### src/rtl/z80_bus_arbiter.sv
// Arbitrates one external memory port between the Z80 core (wait-state driven) and a host requester (BUSRQ/BUSAK).
// Optional BUSRQ timeout with host_err abort is enabled by defining Z80_ARB_TIMEOUT_EN.
module z80_bus_arbiter #(
  parameter int MEM_LAT = 2,
  parameter int TIMEOUT = 255
) (
  input  logic        wb_clk_i,
  input  logic        rst_n,
  input  logic        z80_mreq_n,
  input  logic        z80_rd_n,
  input  logic        z80_wr_n,
  input  logic [15:0] z80_addr,
  input  logic [7:0]  z80_dout,
  output logic [7:0]  z80_din,
  output logic        z80_wait_n,
  output logic        z80_busrq_n,
  input  logic        z80_busak_n,
  input  logic        host_req,
  input  logic        host_we,
  input  logic [15:0] host_addr,
  input  logic [7:0]  host_wdata,
  output logic        host_ack,
  output logic [7:0]  host_rdata,
  output logic        host_err,
  output logic [15:0] mem_addr,
  output logic [7:0]  mem_wdata,
  output logic        mem_re,
  output logic        mem_we,
  input  logic [7:0]  mem_rdata
);

  if (MEM_LAT < 1 || MEM_LAT > 15 || TIMEOUT < 1) begin : g_param_chk
    $error("z80_bus_arbiter: MEM_LAT must be 1..15 and TIMEOUT >= 1");
  end

  localparam logic [3:0] LAT = 4'(MEM_LAT);

  typedef enum logic [2:0] {IDLE, Z_ACC, Z_DONE, BUSRQ, H_ACC, H_DONE, RELEASE} state_t;

  state_t     state;
  logic [3:0] lat_cnt;
  logic       acc_rd;
  logic       served;
  logic       zreq;
  logic       acc_done;
  logic       host_go;

  // served blocks a second access until the Z80 ends its cycle by raising mreq_n
  assign zreq     = !z80_mreq_n && (!z80_rd_n || !z80_wr_n) && z80_busak_n && !served;
  assign acc_done = acc_rd ? (lat_cnt == LAT) : (lat_cnt == 4'd1);

`ifdef Z80_ARB_TIMEOUT_EN
  localparam int TO_W = $clog2(TIMEOUT + 1);
  localparam logic [TO_W-1:0] TO_LAST = TO_W'(TIMEOUT - 1);
  logic [TO_W-1:0] to_cnt;
  logic            err_q;
  logic            host_blk;
  assign host_err = err_q;
  assign host_go  = host_req && !host_blk;
`else
  assign host_err = 1'b0;
  assign host_go  = host_req;
`endif

  always_ff @(posedge wb_clk_i) begin
    if (!rst_n) begin
      state       <= IDLE;
      lat_cnt     <= '0;
      acc_rd      <= 1'b0;
      served      <= 1'b0;
      z80_din     <= '0;
      z80_wait_n  <= 1'b1;
      z80_busrq_n <= 1'b1;
      host_ack    <= 1'b0;
      host_rdata  <= '0;
      mem_addr    <= '0;
      mem_wdata   <= '0;
      mem_re      <= 1'b0;
      mem_we      <= 1'b0;
`ifdef Z80_ARB_TIMEOUT_EN
      to_cnt      <= '0;
      err_q       <= 1'b0;
      host_blk    <= 1'b0;
`endif
    end else begin
      mem_re <= 1'b0;
      mem_we <= 1'b0;
      if (state == Z_ACC && acc_done) served <= 1'b1;
      else if (z80_mreq_n)            served <= 1'b0;
`ifdef Z80_ARB_TIMEOUT_EN
      err_q <= 1'b0;
      if (!host_req) host_blk <= 1'b0;
`endif
      case (state)
        IDLE: begin
          if (zreq) begin
            state      <= Z_ACC;
            mem_addr   <= z80_addr;
            mem_wdata  <= z80_dout;
            acc_rd     <= !z80_rd_n;
            mem_re     <= !z80_rd_n;
            mem_we     <= z80_rd_n;
            z80_wait_n <= 1'b0;
            lat_cnt    <= '0;
          end else if (host_go) begin
            state       <= BUSRQ;
            z80_busrq_n <= 1'b0;
`ifdef Z80_ARB_TIMEOUT_EN
            to_cnt      <= '0;
`endif
          end
        end
        Z_ACC: begin
          if (acc_done) begin
            if (acc_rd) z80_din <= mem_rdata;
            z80_wait_n <= 1'b1;
            state      <= Z_DONE;
          end else begin
            lat_cnt <= lat_cnt + 4'd1;
          end
        end
        Z_DONE: state <= IDLE;
        BUSRQ: begin
          if (!z80_busak_n) begin
            state     <= H_ACC;
            mem_addr  <= host_addr;
            mem_wdata <= host_wdata;
            acc_rd    <= !host_we;
            mem_re    <= !host_we;
            mem_we    <= host_we;
            lat_cnt   <= '0;
          end
`ifdef Z80_ARB_TIMEOUT_EN
          else if (to_cnt == TO_LAST) begin
            err_q       <= 1'b1;
            z80_busrq_n <= 1'b1;
            host_blk    <= 1'b1;
            state       <= IDLE;
          end else begin
            to_cnt <= to_cnt + 1'b1;
          end
`endif
        end
        H_ACC: begin
          if (acc_done) begin
            if (acc_rd) host_rdata <= mem_rdata;
            host_ack <= 1'b1;
            state    <= H_DONE;
          end else begin
            lat_cnt <= lat_cnt + 4'd1;
          end
        end
        // First H_DONE cycle carries the ack; the next one decides between burst and release
        H_DONE: begin
          if (host_ack) begin
            host_ack <= 1'b0;
          end else if (host_req) begin
            state     <= H_ACC;
            mem_addr  <= host_addr;
            mem_wdata <= host_wdata;
            acc_rd    <= !host_we;
            mem_re    <= !host_we;
            mem_we    <= host_we;
            lat_cnt   <= '0;
          end else begin
            z80_busrq_n <= 1'b1;
            state       <= RELEASE;
          end
        end
        RELEASE: if (z80_busak_n) state <= IDLE;
        default: state <= IDLE;
      endcase
    end
  end

endmodule

### config.mk
export PLATFORM = sky130hd
export DESIGN_NAME = z80_bus_arbiter
export DESIGN_NICKNAME = d
export VERILOG_FILES = /design/src/rtl/z80_bus_arbiter.sv
export SDC_FILE = /design/constraint.sdc
export NUM_CORES = 1
export LEC_CHECK = 0
export ABC_AREA = 0
export CORE_MARGIN = 4
export CORE_UTILIZATION = 42
export CTS_CLUSTER_SIZE = 24
export DETAILED_ROUTE_END_ITERATION = 7
export GPL_ROUTABILITY_DRIVEN = 0
export PLACE_DENSITY = 0.77
export SLEW_MARGIN = 20
export SYNTH_ARGS = -nofsm -noshare
export SYNTH_HDL_FRONTEND = slang
export SYNTH_SLANG_ARGS = --single-unit
### constraint.sdc
create_clock -name wb_clk_i -period 2.3 [get_ports wb_clk_i]
set_clock_uncertainty 0.05 [all_clocks]
set_input_delay 0.46 -clock wb_clk_i [delete_from_list [all_inputs] [get_ports wb_clk_i]]
set_output_delay 0.46 -clock wb_clk_i [all_outputs]
set_load 0.02 [all_outputs]
; ---- Word-level counts from Yosys, hierarchy flattened
; Cells that the tools add are included.
[word_totals]
ff_bits = 54
input_bits = 64
output_inout_bits = 46
elab_cells = 111
[classes]
addsub = 1
eq_ne = 19
muxes = 52
reduce_logical = 26
[op_table]
columns = cell, count
row1 = $mux 16, 4
row2 = $pmux 16 s3, 1
row3 = $mux 8, 4
row4 = $pmux 8 s3, 1
row5 = $ne 2x2->1 const B, 11
row6 = $mux 1, 21
row7 = $mux 3, 7
row8 = $mux 4, 5
row9 = $pmux 3 s6, 1
row10 = $pmux 4 s4, 1
row11 = $reduce_and 6->1, 2
row12 = $reduce_and 5->1, 2
row13 = $eq 3x3->1 const B, 3
row14 = $pmux 1 s3, 3
row15 = $reduce_and 3->1, 3
row16 = $reduce_bool 2->1, 4
row17 = $pmux 1 s2, 3
row18 = $logic_not 1->1, 5
row19 = $add 4x1->4 const B, 1
row20 = $eq 4x1->1 const B, 1
row21 = $eq 4x2->1 const B, 1
row22 = $logic_and 1x1->1, 4
row23 = $reduce_bool 4->1, 1
row24 = $eq 3x1->1 const B, 1
row25 = 8 further kinds, 8

; ---- Depth between registers and ports, before layout
[logic_depth]
depth_word = 7
depth_mapped = 8
mapped_depth_nobuf = 5

; ---- Least setup slack after synthesis
; OpenSTA, ideal clock, no wires.
[synth_path]
path_type = input port to flip-flop
startpoint = input z80_mreq_n
endpoint = register lat_cnt[1]
setup_time_ns = 0.071
arrival_ns = 1.621
required_ns = 2.179
setup_slack_ns = 0.558
path_stages = 5
cell_sequence = nor2_1 nand3_1 o2bb2ai_1 or4b_1 a21oi_1
[synth_between]
elab_chain_len = 6
[synth_rtl]
columns = item, line_no
row1 = from (decl), 9  ; input logic z80_mreq_n,
row2 = $logic_not 1->1, 49  ; assign zreq = !z80_mreq_n && (!z80_rd_n || !z80_wr_n) && z80_busak_n && !served;
row3 = $logic_and 1x1->1 (3 in a row), 49
row4 = $ne 2x2->1 (no source line), -
row5 = $reduce_and 6->1 (no source line), -
row6 = to (signal assigned), 119  ; lat_cnt <= lat_cnt + 4'd1;
row7 = to (signal assigned), 150  ; lat_cnt <= lat_cnt + 4'd1;
row8 = to (decl), 41  ; logic [3:0] lat_cnt;
; No other way between the ends.
; A chain may end at the register's enable or synchronous reset.

; ---- Final worst setup path
[layout_path]
startpoint = register lat_cnt[0]
endpoint = register host_rdata[5]
[layout_between]
elab_chain_len = 3
[layout_rtl]
columns = item, line_no
row1 = $eq 4x1->1 or $eq 4x2->1 (tied branches), 50  ; assign acc_done = acc_rd ? (lat_cnt == LAT) : (lat_cnt == 4'd1);
row2 = $mux 1 (*), 50
row3 = $reduce_and 3->1 (no source line) (*), -
row4 = to (signal assigned), 146  ; if (acc_rd) host_rdata <= mem_rdata;
row5 = to (decl), 23  ; output logic [7:0] host_rdata,
; Mark *: on every way between the ends. The rest lies on a longest branch, timed or not.

==> flow_summary.json <==
{
  "synth_area_um2": 2546,
  "n_antenna_cell": 0,
  "setup_viol_count_final": 0,
  "synth_edf_count": 0,
  "numCtsBuffers": 5,
  "dp_hpwl_um": 5105,
  "hold-path-cell-count": 2,
  "reg2reg_depth": 5,
  "ys.flop_type": "dfxtp_1",
  "slowest_delay_ns": 0.74,
  "finish.net_count": 454,
  "clockBufferDepth": 2,
  "hp-class": "flip-flop to flip-flop",
  "cap_violations": 0,
  "clock-sinks": 54,
  "critPathArrivalTime_ns": 2.24,
  "crit_buf_inv": 0,
  "synth_commonest_cells": "dfxtp_1, nor2_1, mux2i_1",
  "irDropWorstVdd_mv": 0.4207,
  "cp_max_fo": 8,
  "synth.avg_cell_area_um2": 8.934,
  "crit_chain": "nor3b_2 -> o21ai_2 -> or4b_1 -> mux2i_1 -> nor2_1",
  "fp.dieArea_um2": 7372,
  "p_leak_nw": 1.598,
  "grt_max_degree": 29,
  "io_pins": 110,
  "start_kind": "flip-flop",
  "rows": 28,
  "power.density_nw_per_um2": 645.2,
  "critical_path_class": "flip-flop to flip-flop",
  "drc": 0,
  "max_freq_mhz": 479.7,
  "portBuffers": 108,
  "syn_inst": 285,
  "grt_pass1_wl_um": 11020,
  "end_kind": "flip-flop",
  "synth.distinct_cells": 45,
  "ys_seq_area_frac": 0.4246,
  "clk_pin_slew_worst_paths_ns": 0.10,
  "routed_wl_um": 6631,
  "grt_antenna_before_repair": 0,
  "layout_min_cycle_time_ns": 2.085,
  "drtAntennaViolNets": 0,
  "cp.required_ns": 2.46,
  "initial_utilization": 0.4326,
  "slowest_stage": "or4b_1",
  "grt-ovfl-total": 0,
  "multiInputGateArea_um2": 1323,
  "synth.most_common_cell": "dfxtp_1",
  "wl_per_cell_um": 14.26,
  "fin_crit_sh": 0.9064,
  "seq_area_um2": 1082,
  "ys_ff_latch": 54,
  "drive_gt1_frac": 0.07179,
  "synthArstFlopShare": 0,
  "cts_hold_buffers": 0,
  "drtIter0Drc": 132,
  "cp_top_family": "simple AND/OR/NAND/NOR gates",
  "via_per_inst": 5.181,
  "vias": 2409,
  "finalHoldViolCount": 0,
  "cts_tree": "yes",
  "grt_usage": 0.1847,
  "grt_pass1_vias": 2406,
  "rsz0062_at_grt": "false",
  "nFillCells": 529,
  "htreeDepth": 2,
  "synth_area_leaders": "dfxtp_1, mux2i_1, a211oi_1",
  "crit_cells": 5,
  "drt_pass1_iterations": 4,
  "slew_violations": 0,
  "total_power_w": 0.002479,
  "tightestPinTransition_ns": 0.5058,
  "synthDominantCellAreaShare": 0.4246,
  "slew_headroom": 0.6628,
  "die_x_um": 85.86,
  "fin_setup_tns_ns": 0,
  "root_buffer": "clkbuf_8",
  "design_area_um2": 3842,
  "pre_cts_slack_ns": 0.07143,
  "coreArea_um2": 5886,
  "dpl_cell_area_um2": 3720,
  "insertion_delay_ns": 0.31,
  "syn_nets": 350,
  "die_height_um": 85.86,
  "outcome": "finished clean",
  "syn_to_final_growth_pct": 50.91,
  "finalWorstSetupSlack_ns": 0.2152,
  "yosysTopAreaCell": "dfxtp_1",
  "yosys_warnings": 0
}
through the flow:
stage / util / cells / hold slack, ns
after floorplan: - / 285 / 0.3999
after global placement: 0.6320 / 457 / 0.3928
after detailed placement: 0.6320 / 457 / 0.3989
after CTS: 0.6526 / 465 / 0.4136
after global routing: 0.6528 / 465 / 0.4386
final: 0.6528 / 465 / 0.4107
flip-flops by register name (all words and copies together), names as in the netlist, 3 cells and up:
name / count
lat_cnt: 4
state: 3
host_rdata: 8
mem_wdata: 8
mem_addr: 16
z80_din: 8
where the power goes:
group	internal [W]	switching, W
clock	0.000358	0.000316
combinational	0.000377	0.000345
sequential	0.00101	0.0000706
cells in the final DEF, fill, tap and decap left out, types with 2 or more instances in the layout:
cell type and n:
inv_1 5, o21ai_4 2, nand3_1 11, or3_1 2, or4_1 2, o21ai_0 7, clkdlybuf4s50_1 108, mux2i_1 33
nor3b_1 2, and3b_1 2, nand2b_1 6, o21ai_1 10, o211a_1 2, a21oi_1 9, o311ai_0 2, clkbuf_8 6
buf_4 11, nand3b_1 2, a211oi_1 26, nor3_1 2, buf_12 2, dfxtp_1 53, nand2_1 14, nor2_1 47
or4b_1 2
final cells by class:
cell class | count | share of cell area
multi-input combinational | 202 | 0.3442
timing repair buffer | 121 | 0.3133
sequential | 54 | 0.2817
tap | 75 | 0.02442
clock buffer | 6 | 0.02149
clock inverter | 2 | 0.01009
inverter | 5 | 0.004884
timing repair:
| action | in CTS | in global routing |
|---|---|---|
| buffers inserted | 0 | 0 |
| setup endpoints to repair | 0 | 1 |
| resized for setup | 0 | 1 |
metal layers:
layer  vias up  GRT usage  part of all wire
met5         -          0                 0
met2        94     0.3020              0.47
met1      1085     0.2160              0.41
met3         6    0.09030              0.12
li1       1224          -                 -
met4         0    0.04748             0.010
worst paths after layout:
path / start / to / slack, ns
worst max-delay path: lat_cnt[0] / host_rdata[5] / 0.22
worst min-delay path: z80_din[6] / z80_din[6] / 0.41
worst max register to register: lat_cnt[0] / host_rdata[5] / 0.22
worst min register to register: z80_din[6] / z80_din[6] / 0.41
cells by family after synthesis:
| logic type | after synthesis | share of synthesized area |
|---|---|---|
| mux | 33 | 0.1297 |
| simple gates | 98 | 0.1902 |
| fa+ha+maj | 1 | 0.004913 |
| other cells | 1 | 0.001473 |
| flops | 54 | 0.4246 |
| compound gates | 68 | 0.1867 |
| buf+inv | 29 | 0.05897 |
| xor+xnor | 1 | 0.003440 |
worst register-to-register path: cells and delay by family, from the launching register on:
family | cells | cell delay (ns)
AND/OR/NAND/NOR | 3 | 1.11
multiplexers | 1 | 0.24
flip-flops | 1 | 0.42
AO/OA/AOI/OAI | 1 | 0.15
(Power assumes the default switching activity.)
